## config.mk

```make
export PLATFORM = sky130hd
export DESIGN_NAME = abus_arb_flat
export DESIGN_NICKNAME = d
export VERILOG_FILES = /design/src/rtl/abus_arb_if.sv /design/src/rtl/abus_arb.sv /design/src/flat_wrapper.sv
export SDC_FILE = /design/constraint.sdc
export NUM_CORES = 1
export LEC_CHECK = 0
export BUFFER_PORTS_ARGS = -buffer_cell sky130_fd_sc_hd__buf_2
export CORE_MARGIN = 2
export CORE_UTILIZATION = 50
export CTS_CLUSTER_SIZE = 28
export DETAILED_ROUTE_END_ITERATION = 7
export PLACE_DENSITY_LB_ADDON = 0.2
export SLEW_MARGIN = 30
export SYNTH_ARGS = -nofsm -noshare
export SYNTH_HDL_FRONTEND = slang
export SYNTH_SLANG_ARGS = --single-unit
export TNS_END_PERCENT = 100
```

## constraint.sdc

```tcl
create_clock -name sys_clk -period 2.1 [get_ports sys_clk]
set_input_delay 0.315 -clock sys_clk [delete_from_list [all_inputs] [get_ports sys_clk]]
set_output_delay 0.315 -clock sys_clk [all_outputs]
set_load 0.005 [all_outputs]
```

## src/rtl/abus_arb_if.sv

```systemverilog
// Bus interface for the four-master arbiter.
//   req   : level requests, bit 3 refresh (highest) .. bit 0 CPU (lowest)
//   done  : one-cycle end-of-transfer pulse from the current owner
//   ack   : one-hot grant
//   owner : encoded index of the granted master, 0 when the bus is free
//   busy  : high while any ack bit is high
// The master modport is the requester side; the slave modport is the arbiter.
interface abus_arb_if;
  logic [3:0] req;
  logic       done;
  logic [3:0] ack;
  logic [1:0] owner;
  logic       busy;

  modport master (output req, output done, input ack, input owner, input busy);
  modport slave  (input req, input done, output ack, output owner, output busy);
endinterface

```

## src/rtl/abus_arb.sv

```systemverilog
// Fixed-priority bus arbiter with hold timeout and one-shot fairness mask.
//   sys_clk : system clock, all state changes on the rising edge
//   resetl  : synchronous active-low reset
//   bus     : abus_arb_if.slave (req/done in, ack/owner/busy out)
// MAXHOLD (1..15) bounds how long one owner keeps the bus while another
// master is requesting.
//
// state | meaning
// IDLE  | bus free, arbitrate on any request
// OWN   | one master granted, hold counter running
// TURN  | one dead cycle after a transfer, then arbitrate as IDLE
module abus_arb #(
  parameter int unsigned MAXHOLD = 15
) (
  input  logic      sys_clk,
  input  logic      resetl,
  abus_arb_if.slave bus
);

  typedef enum logic [1:0] {
    ST_IDLE = 2'd0,
    ST_OWN  = 2'd1,
    ST_TURN = 2'd2
  } state_t;

  localparam logic [3:0] HOLD_LIM = 4'(MAXHOLD);

  state_t     state_q, state_d;
  logic [3:0] ack_q, ack_d;
  logic [1:0] owner_q, owner_d;
  logic [3:0] holdcnt_q, holdcnt_d;
  logic [3:0] pmask_q, pmask_d;

  logic [3:0] elig;
  logic [1:0] grant_idx;
  logic [3:0] grant_oh;
  logic [3:0] others;
  logic       timeout;

  assign bus.ack   = ack_q;
  assign bus.owner = owner_q;
  assign bus.busy  = |ack_q;

  // The masked set falls back to the raw requests so a lone preempted
  // master is never locked out.
  always_comb begin
    elig = bus.req & ~pmask_q;
    if (elig == 4'b0000) elig = bus.req;
  end

  always_comb begin
    grant_idx = 2'd0;
    grant_oh  = 4'b0000;
    casez (elig)
      4'b1???: begin grant_idx = 2'd3; grant_oh = 4'b1000; end
      4'b01??: begin grant_idx = 2'd2; grant_oh = 4'b0100; end
      4'b001?: begin grant_idx = 2'd1; grant_oh = 4'b0010; end
      4'b0001: begin grant_idx = 2'd0; grant_oh = 4'b0001; end
      default: begin grant_idx = 2'd0; grant_oh = 4'b0000; end
    endcase
  end

  // Greater-or-equal so a competitor arriving after the counter has run
  // past the limit still forces a handover.
  assign others  = bus.req & ~ack_q;
  assign timeout = (holdcnt_q >= HOLD_LIM) && (others != 4'b0000);

  always_comb begin
    state_d   = state_q;
    ack_d     = ack_q;
    owner_d   = owner_q;
    holdcnt_d = holdcnt_q;
    pmask_d   = pmask_q;
    case (state_q)
      ST_IDLE, ST_TURN: begin
        holdcnt_d = 4'd0;
        if (bus.req != 4'b0000) begin
          state_d = ST_OWN;
          ack_d   = grant_oh;
          owner_d = grant_idx;
          pmask_d = 4'b0000;
        end else begin
          state_d = ST_IDLE;
          ack_d   = 4'b0000;
          owner_d = 2'd0;
        end
      end
      ST_OWN: begin
        if (bus.done || !bus.req[owner_q]) begin
          // done wins over a coincident timeout, so no mask is left behind
          state_d   = ST_TURN;
          ack_d     = 4'b0000;
          owner_d   = 2'd0;
          holdcnt_d = 4'd0;
          pmask_d   = 4'b0000;
        end else if (timeout) begin
          state_d   = ST_TURN;
          ack_d     = 4'b0000;
          owner_d   = 2'd0;
          holdcnt_d = 4'd0;
          pmask_d   = ack_q;
        end else if (holdcnt_q != 4'd15) begin
          holdcnt_d = holdcnt_q + 4'd1;
        end
      end
      default: begin
        state_d   = ST_IDLE;
        ack_d     = 4'b0000;
        owner_d   = 2'd0;
        holdcnt_d = 4'd0;
        pmask_d   = 4'b0000;
      end
    endcase
  end

  always_ff @(posedge sys_clk) begin
    if (!resetl) begin
      state_q   <= ST_IDLE;
      ack_q     <= 4'b0000;
      owner_q   <= 2'd0;
      holdcnt_q <= 4'd0;
      pmask_q   <= 4'b0000;
    end else begin
      state_q   <= state_d;
      ack_q     <= ack_d;
      owner_q   <= owner_d;
      holdcnt_q <= holdcnt_d;
      pmask_q   <= pmask_d;
    end
  end

endmodule

```

## src/flat_wrapper.sv

```systemverilog
// flat-port wrapper written by rule: the top's interface ports become plain ports
module abus_arb_flat 
#(
  parameter int unsigned MAXHOLD = 15
)
  (sys_clk, resetl, bus_req, bus_done, bus_ack, bus_owner, bus_busy);
  abus_arb_if bus_i ();
  input  logic sys_clk;
  input  logic resetl;
  input wire logic [$bits(bus_i.req)-1:0] bus_req;
  input wire logic [$bits(bus_i.done)-1:0] bus_done;
  output wire logic [$bits(bus_i.ack)-1:0] bus_ack;
  output wire logic [$bits(bus_i.owner)-1:0] bus_owner;
  output wire logic [$bits(bus_i.busy)-1:0] bus_busy;
  assign bus_i.req = bus_req;
  assign bus_i.done = bus_done;
  assign bus_ack = bus_i.ack;
  assign bus_owner = bus_i.owner;
  assign bus_busy = bus_i.busy;
  abus_arb #(.MAXHOLD(MAXHOLD)) u_core (.sys_clk(sys_clk), .resetl(resetl), .bus(bus_i));
endmodule
```

======== Yosys cells after proc, flatten, opt, wreduce, memory -nomap -nowiden ========
Index checks and enable logic that the tools add are counted.
word-level totals
  register bits after elaboration ......... 16
  input bits .............................. 7
  output and inout port bits .............. 7
  logic and storage cells ................. 54
cells by class
  add/sub/neg operators ................... 1
  magnitude comparators ................... 2
  equality and inequality tests ........... 8
  muxes and demuxes ....................... 21
  bitwise gates (word level) .............. 6
  reduce and logical (&&, ||, !) cells .... 11
operator list
  kind                                                       number
  two-way mux 4 bit                                          7
  one-hot mux 4 bit (2 select lines)                         2
  one-hot mux 4 bit (4 select lines)                         1
  two-way mux 2 bit                                          5
  bitwise AND 4 bit                                          2
  inverter 4 bit                                             2
  one-hot mux 2 bit (2 select lines)                         2
  nonzero test 4 bit                                         2
  OR reduction 4 bit                                         2
  one-hot mux 2 bit (3 select lines)                         1
  adder 4 x 1 -> 4 bit (second input constant)               1
  equality test 2 x 1 -> 1 bit (second input constant)       2
  equality test 4 x 1 -> 1 bit (second input constant)       1
  greater-or-equal comparator 4 bit (second input constant)  1
  zero test 4 bit                                            1
  != test 4 bit (second input constant)                      1
  equality test 3 x 1 -> 1 bit (second input constant)       1
  < comparator 2 x 3 -> 1 bit (second input constant)        1
  != test 3 x 1 -> 1 bit (second input constant)             1
  binary-select mux 1 bit (select 2 bit)                     1
  equality test 2 bit (second input constant)                1
  zero test 2 bit                                            1
  two-way mux 1 bit                                          2
  != test 2 x 1 -> 1 bit (second input constant)             1
  other kinds (6)                                            7

======== Depth between registers and ports, before layout ========
  depth after elaboration ................. 8
  mapped depth ............................ 5
  depth with buffers taken out ............ 5

======== Worst setup path before layout ========
OpenSTA, ideal clock, no wires.
  kind .................................... register -> register
  start point ............................. reg u_core.owner_q[1], in the netlist u_core.bus.owner[1]
  end point ............................... reg u_core.ack_q[0], in the netlist u_core.bus.ack[0]
  arrival time ............................ 1.471 ns
  slack ................................... 0.513 ns
  stages on the path, launching flop included .. 5
  path buffers ............................ 0
  clock period less this slack ............ 1.587 ns
  cells stage by stage .................... dfxtp_1 -> mux4_2 -> and4bb_4 -> and3_4 -> a22o_1
on the way
  word-level cells in the longest chain between the ends .. 6
RTL lines
  element                                    line             source
  start: declaration                         abus_arb.sv:30   logic [1:0] owner_q, owner_d;
  start signal: assignment                   abus_arb.sv:126  owner_q <= owner_d;
  binary-select mux 1 bit (select 2 bit) *   abus_arb.sv:89   if (bus.done || !bus.req[owner_q]) begin
  two-way mux 1 bit (implied by the code) *  abus_arb.sv:89
  zero test 1 bit *                          abus_arb.sv:89
  logical OR 1 bit *                         abus_arb.sv:89
  two-way mux 4 bit                          abus_arb.sv:89
  one-hot mux 4 bit (2 select lines)         abus_arb.sv:74   case (state_q)
  end signal: assignment                     abus_arb.sv:125  ack_q <= ack_d;
  end: declaration                           abus_arb.sv:29   logic [3:0] ack_q, ack_d;
Every way passes the cells marked *; elsewhere a longest branch is shown, timed or not. The select of a mux whose other input is x is not followed.
A chain may end at the register's enable or synchronous reset.

======== Worst setup path in the final report ========
  start point ............................. reg u_core.owner_q[1], in the netlist u_core.bus.owner[1]
  end point ............................... reg u_core.pmask_q[1]
on the way
  word-level cells in the longest chain between the ends .. 6
RTL lines
  element                                                                           line             source
  binary-select mux 1 bit (select 2 bit) *                                          abus_arb.sv:89
  two-way mux 1 bit (implied by the code) *                                         abus_arb.sv:89
  zero test 1 bit *                                                                 abus_arb.sv:89
  logical OR 1 bit *                                                                abus_arb.sv:89
  two-way mux 4 bit / != test 3 x 1 -> 1 bit (equally long branches)                n/a
  one-hot mux 4 bit (2 select lines) / AND reduction 2 bit (equally long branches)  n/a
  end signal: assignment                                                            abus_arb.sv:128  pmask_q <= pmask_d;
  end: declaration                                                                  abus_arb.sv:32   logic [3:0] pmask_q, pmask_d;
Marked as above.

==> qor.yml <==
placement:
  dpl.hpwl_um: 1341
  gp_congestion: 0.8872
  io_buffers: 13
  placed_cell_area_um2: 845.8
die:
  initial_core_util_pct: 51.96
  coreArea_mm2: 0.001471
  die_h_um: 43.10
  die-area_mm2: 0.001858
  fp.dieW_um: 43.10
  row_count: 14
  io_pins: 14
cts:
  cts_buffers: 3
  h-tree-depth: 1
  cts_buffer_depth: 2
  post_cts_buffers: 0
  clock_latency_ns: 0.29
  cts_resized: 0
  root_buffer: "clkbuf_4"
  clk_pin_slew_worst_paths_ns: 0.09
  cts_tree: "built"
  cts_hold_buf: 0
  clkSinkCount: 16
route:
  postRouteAntennaNets: 0
  first_pass_iters: 4
  drt-total-wl_um: 1824
  avgViaCountPerCell: 6.096
  drt_iter0_markers: 15
  route.vias.total: 701
  route.detailed.wl_per_inst_um: 15.86
  drc: 0
power:
  seqPwrFrac_pct: 54.2
  p_sw_share_pct: 24.43
  p_switching_uw: 147.0
  power.static_leakage_nw: 0.3473
  peakVddDrop_mv: 0.4226
  p_clk_share_pct: 33.7
  p_comb_share_pct: 12.1
  power-per-cell-area_mw_per_mm2: 682.2
  p_int_uw: 454.7
timing:
  setup_viol: 0
  setup_tns_ns: 0
  fin_crit_sh_pct: 81.60
  final_hold_viol_count: 0
  fmax_ghz: 0.5836
  clock_skew_ns: 0.006529
  grt_setup_unrepaired: "no"
  worst_pin_slew_ns: 0.4202
  slew_headroom_pct: 71.75
  slew_viol_final: 0
  period_needed_ns: 1.714
finish:
  mostFrequentLayoutCells: "dfxtp_1 (16), buf_2 (13), nand2_1 (11)"
  synthToLayoutAreaGrowth_pct: 15.38
  drive_gt1_share_pct: 20.20
  antenna_cells: 0
  nFillCells: 140
  final_nets: 108
  final_common_cell: "dfxtp_1"
  final_area_um2: 882.1
global_route:
  track_usage_pct: 21.94
  grt_start_max_net_pins: 14
  grt_pass1_vias: 669
  grt_overflow: 0
  antenna_found_initial: 0
  grt_pass1_wl_um: 2987
setup_path:
  path_class: "reg -> reg"
  end_kind: "register"
  cp.required_ns: 2.26
  regToRegSetupSlack_ns: 0.39
  cp_slowest_cell: "mux4_2"
  path_max_fanout: 5
  crit_chain: "mux4_2, and4bb_4, a21oi_1, o22ai_1"
  critPathMaxStageDelay_ns: 0.53
  path_delay_family: "multiplexers"
  crit_arrival_ns: 1.88
  worst-path-buf-inv: 0
  start_kind: "register"
status:
  outcome: "finished clean"
job:
  cap_violations: 0
logic_synthesis:
  synth_seq_cells: 16
  ys_seq_area_share_pct: 41.90
  synthCells: 83
  syn_avg_cell_area_um2: 9.211
  synthDistinctLibCells: 30
  syn-cell-area_um2: 764.5
  yosysWarnings: 0
  synth_nets: 91
min_path:
  min_path_type: "in -> reg"
## routing by layer
layer	up-vias	global-route usage [%]	wire (um)
met5	-	0	0
met4	0	5.455	13
met3	2	7.660	67
met2	12	34.03	814
met1	334	29.02	929
li1	353	-	-
## power by group through the flow
| stage | combinational, mW | clock (mW) | sequential (mW) |
|---|---|---|---|
| 2_1_floorplan | 0.0430 | 0 | 0.331 |
| 3_3_place_gp | 0.0689 | 0 | 0.333 |
| 3_5_place_dp | 0.0721 | 0 | 0.332 |
| 4_1_cts | 0.0726 | 0.208 | 0.326 |
| 5_1_grt | 0.0797 | 0.215 | 0.328 |
| 6_report | 0.0728 | 0.203 | 0.326 |
## Yosys cell counts
cell type / number / area share [%]
a41o_1: 1 / 1.3
nand3_1: 3 / 2.0
and3_4: 1 / 1.5
nor2_1: 5 / 2.5
a31oi_1: 1 / 0.82
ha_1: 1 / 1.6
nor2b_1: 4 / 3.3
o22ai_1: 5 / 4.1
a21oi_1: 3 / 2.0
xnor2_1: 1 / 1.1
nand2_1: 11 / 5.4
o31ai_1: 2 / 2.0
nor3_1: 2 / 1.3
o21ai_0: 2 / 1.3
nand2b_1: 5 / 4.1
inv_1: 1 / 0.49
o2bb2ai_1: 2 / 2.3
a22o_1: 1 / 1.1
and4bb_4: 1 / 2.1
or4_1: 2 / 2.0
clkbuf_1: 1 / 0.49
nand3b_1: 2 / 2.0
dfxtp_1: 16 / 42
mux4_2: 1 / 2.9
a22oi_1: 2 / 2.0
o32ai_1: 2 / 2.3
and4b_1: 1 / 1.3
nor3b_1: 1 / 0.98
mux2i_1: 1 / 1.3
a32o_1: 2 / 2.6
## flip-flops by register name, indices dropped and copies added, names as in the netlist
name / count
u_core.bus.ack: 4
u_core.holdcnt_q: 4
u_core.pmask_q: 4
u_core.bus.owner: 2
u_core.state_q: 2
## cell families after synthesis
logic type,synth area share [%]
AOI/OAI and AO/OA,21.77
and+or+nand+nor,28.31
muxes,4.255
DFF,41.90
xor gates and xnor gates,1.146
adders and majority gates,1.636
buffers and inverters,0.9811
## stage by stage
step / power [mW] / setup WS [ns] / hold slack, ns / instances / utilization, %
after floorplan: 0.3737 / 0.5126 / 0.4599 / 83 / -
after global placement: 0.4017 / 0.4075 / 0.4826 / 111 / 57.48
after detailed placement: 0.4045 / 0.3559 / 0.4839 / 111 / 57.48
after CTS: 0.6063 / 0.3928 / 0.3549 / 115 / 59.95
after global routing: 0.6226 / 0.2863 / 0.3751 / 115 / 59.95
final: 0.6017 / 0.3864 / 0.3677 / 115 / 59.95
## path summary, 6_finish.rpt
check | start | to | cells after the start
hold reg to reg | u_core.pmask_q[0] | u_core.pmask_q[0] | 2
setup reg to reg | u_core.bus.owner[1] | u_core.pmask_q[1] | 4
setup / recovery | u_core.bus.owner[1] | u_core.pmask_q[1] | 4
hold / removal | bus_req[3] | u_core.bus.ack[3] | 3
## worst register-to-register path, stage by stage, from the launching register on
cell	delay (ns)
dfxtp_1	0.39
mux4_2	0.53
and4bb_4	0.23
a21oi_1	0.32
o22ai_1	0.11
## final cells by class
class	count	area, um2	share of cell area [%]
multi-input cells	65	436.7	49.50
flip-flops and latches	16	320.3	36.31
repair buffers	13	65.06	7.376
clock buffers	4	36.28	4.113
well taps	16	20.02	2.270
inverters	1	3.754	0.4255
Note: power is estimated with default switching activity, not from simulation.
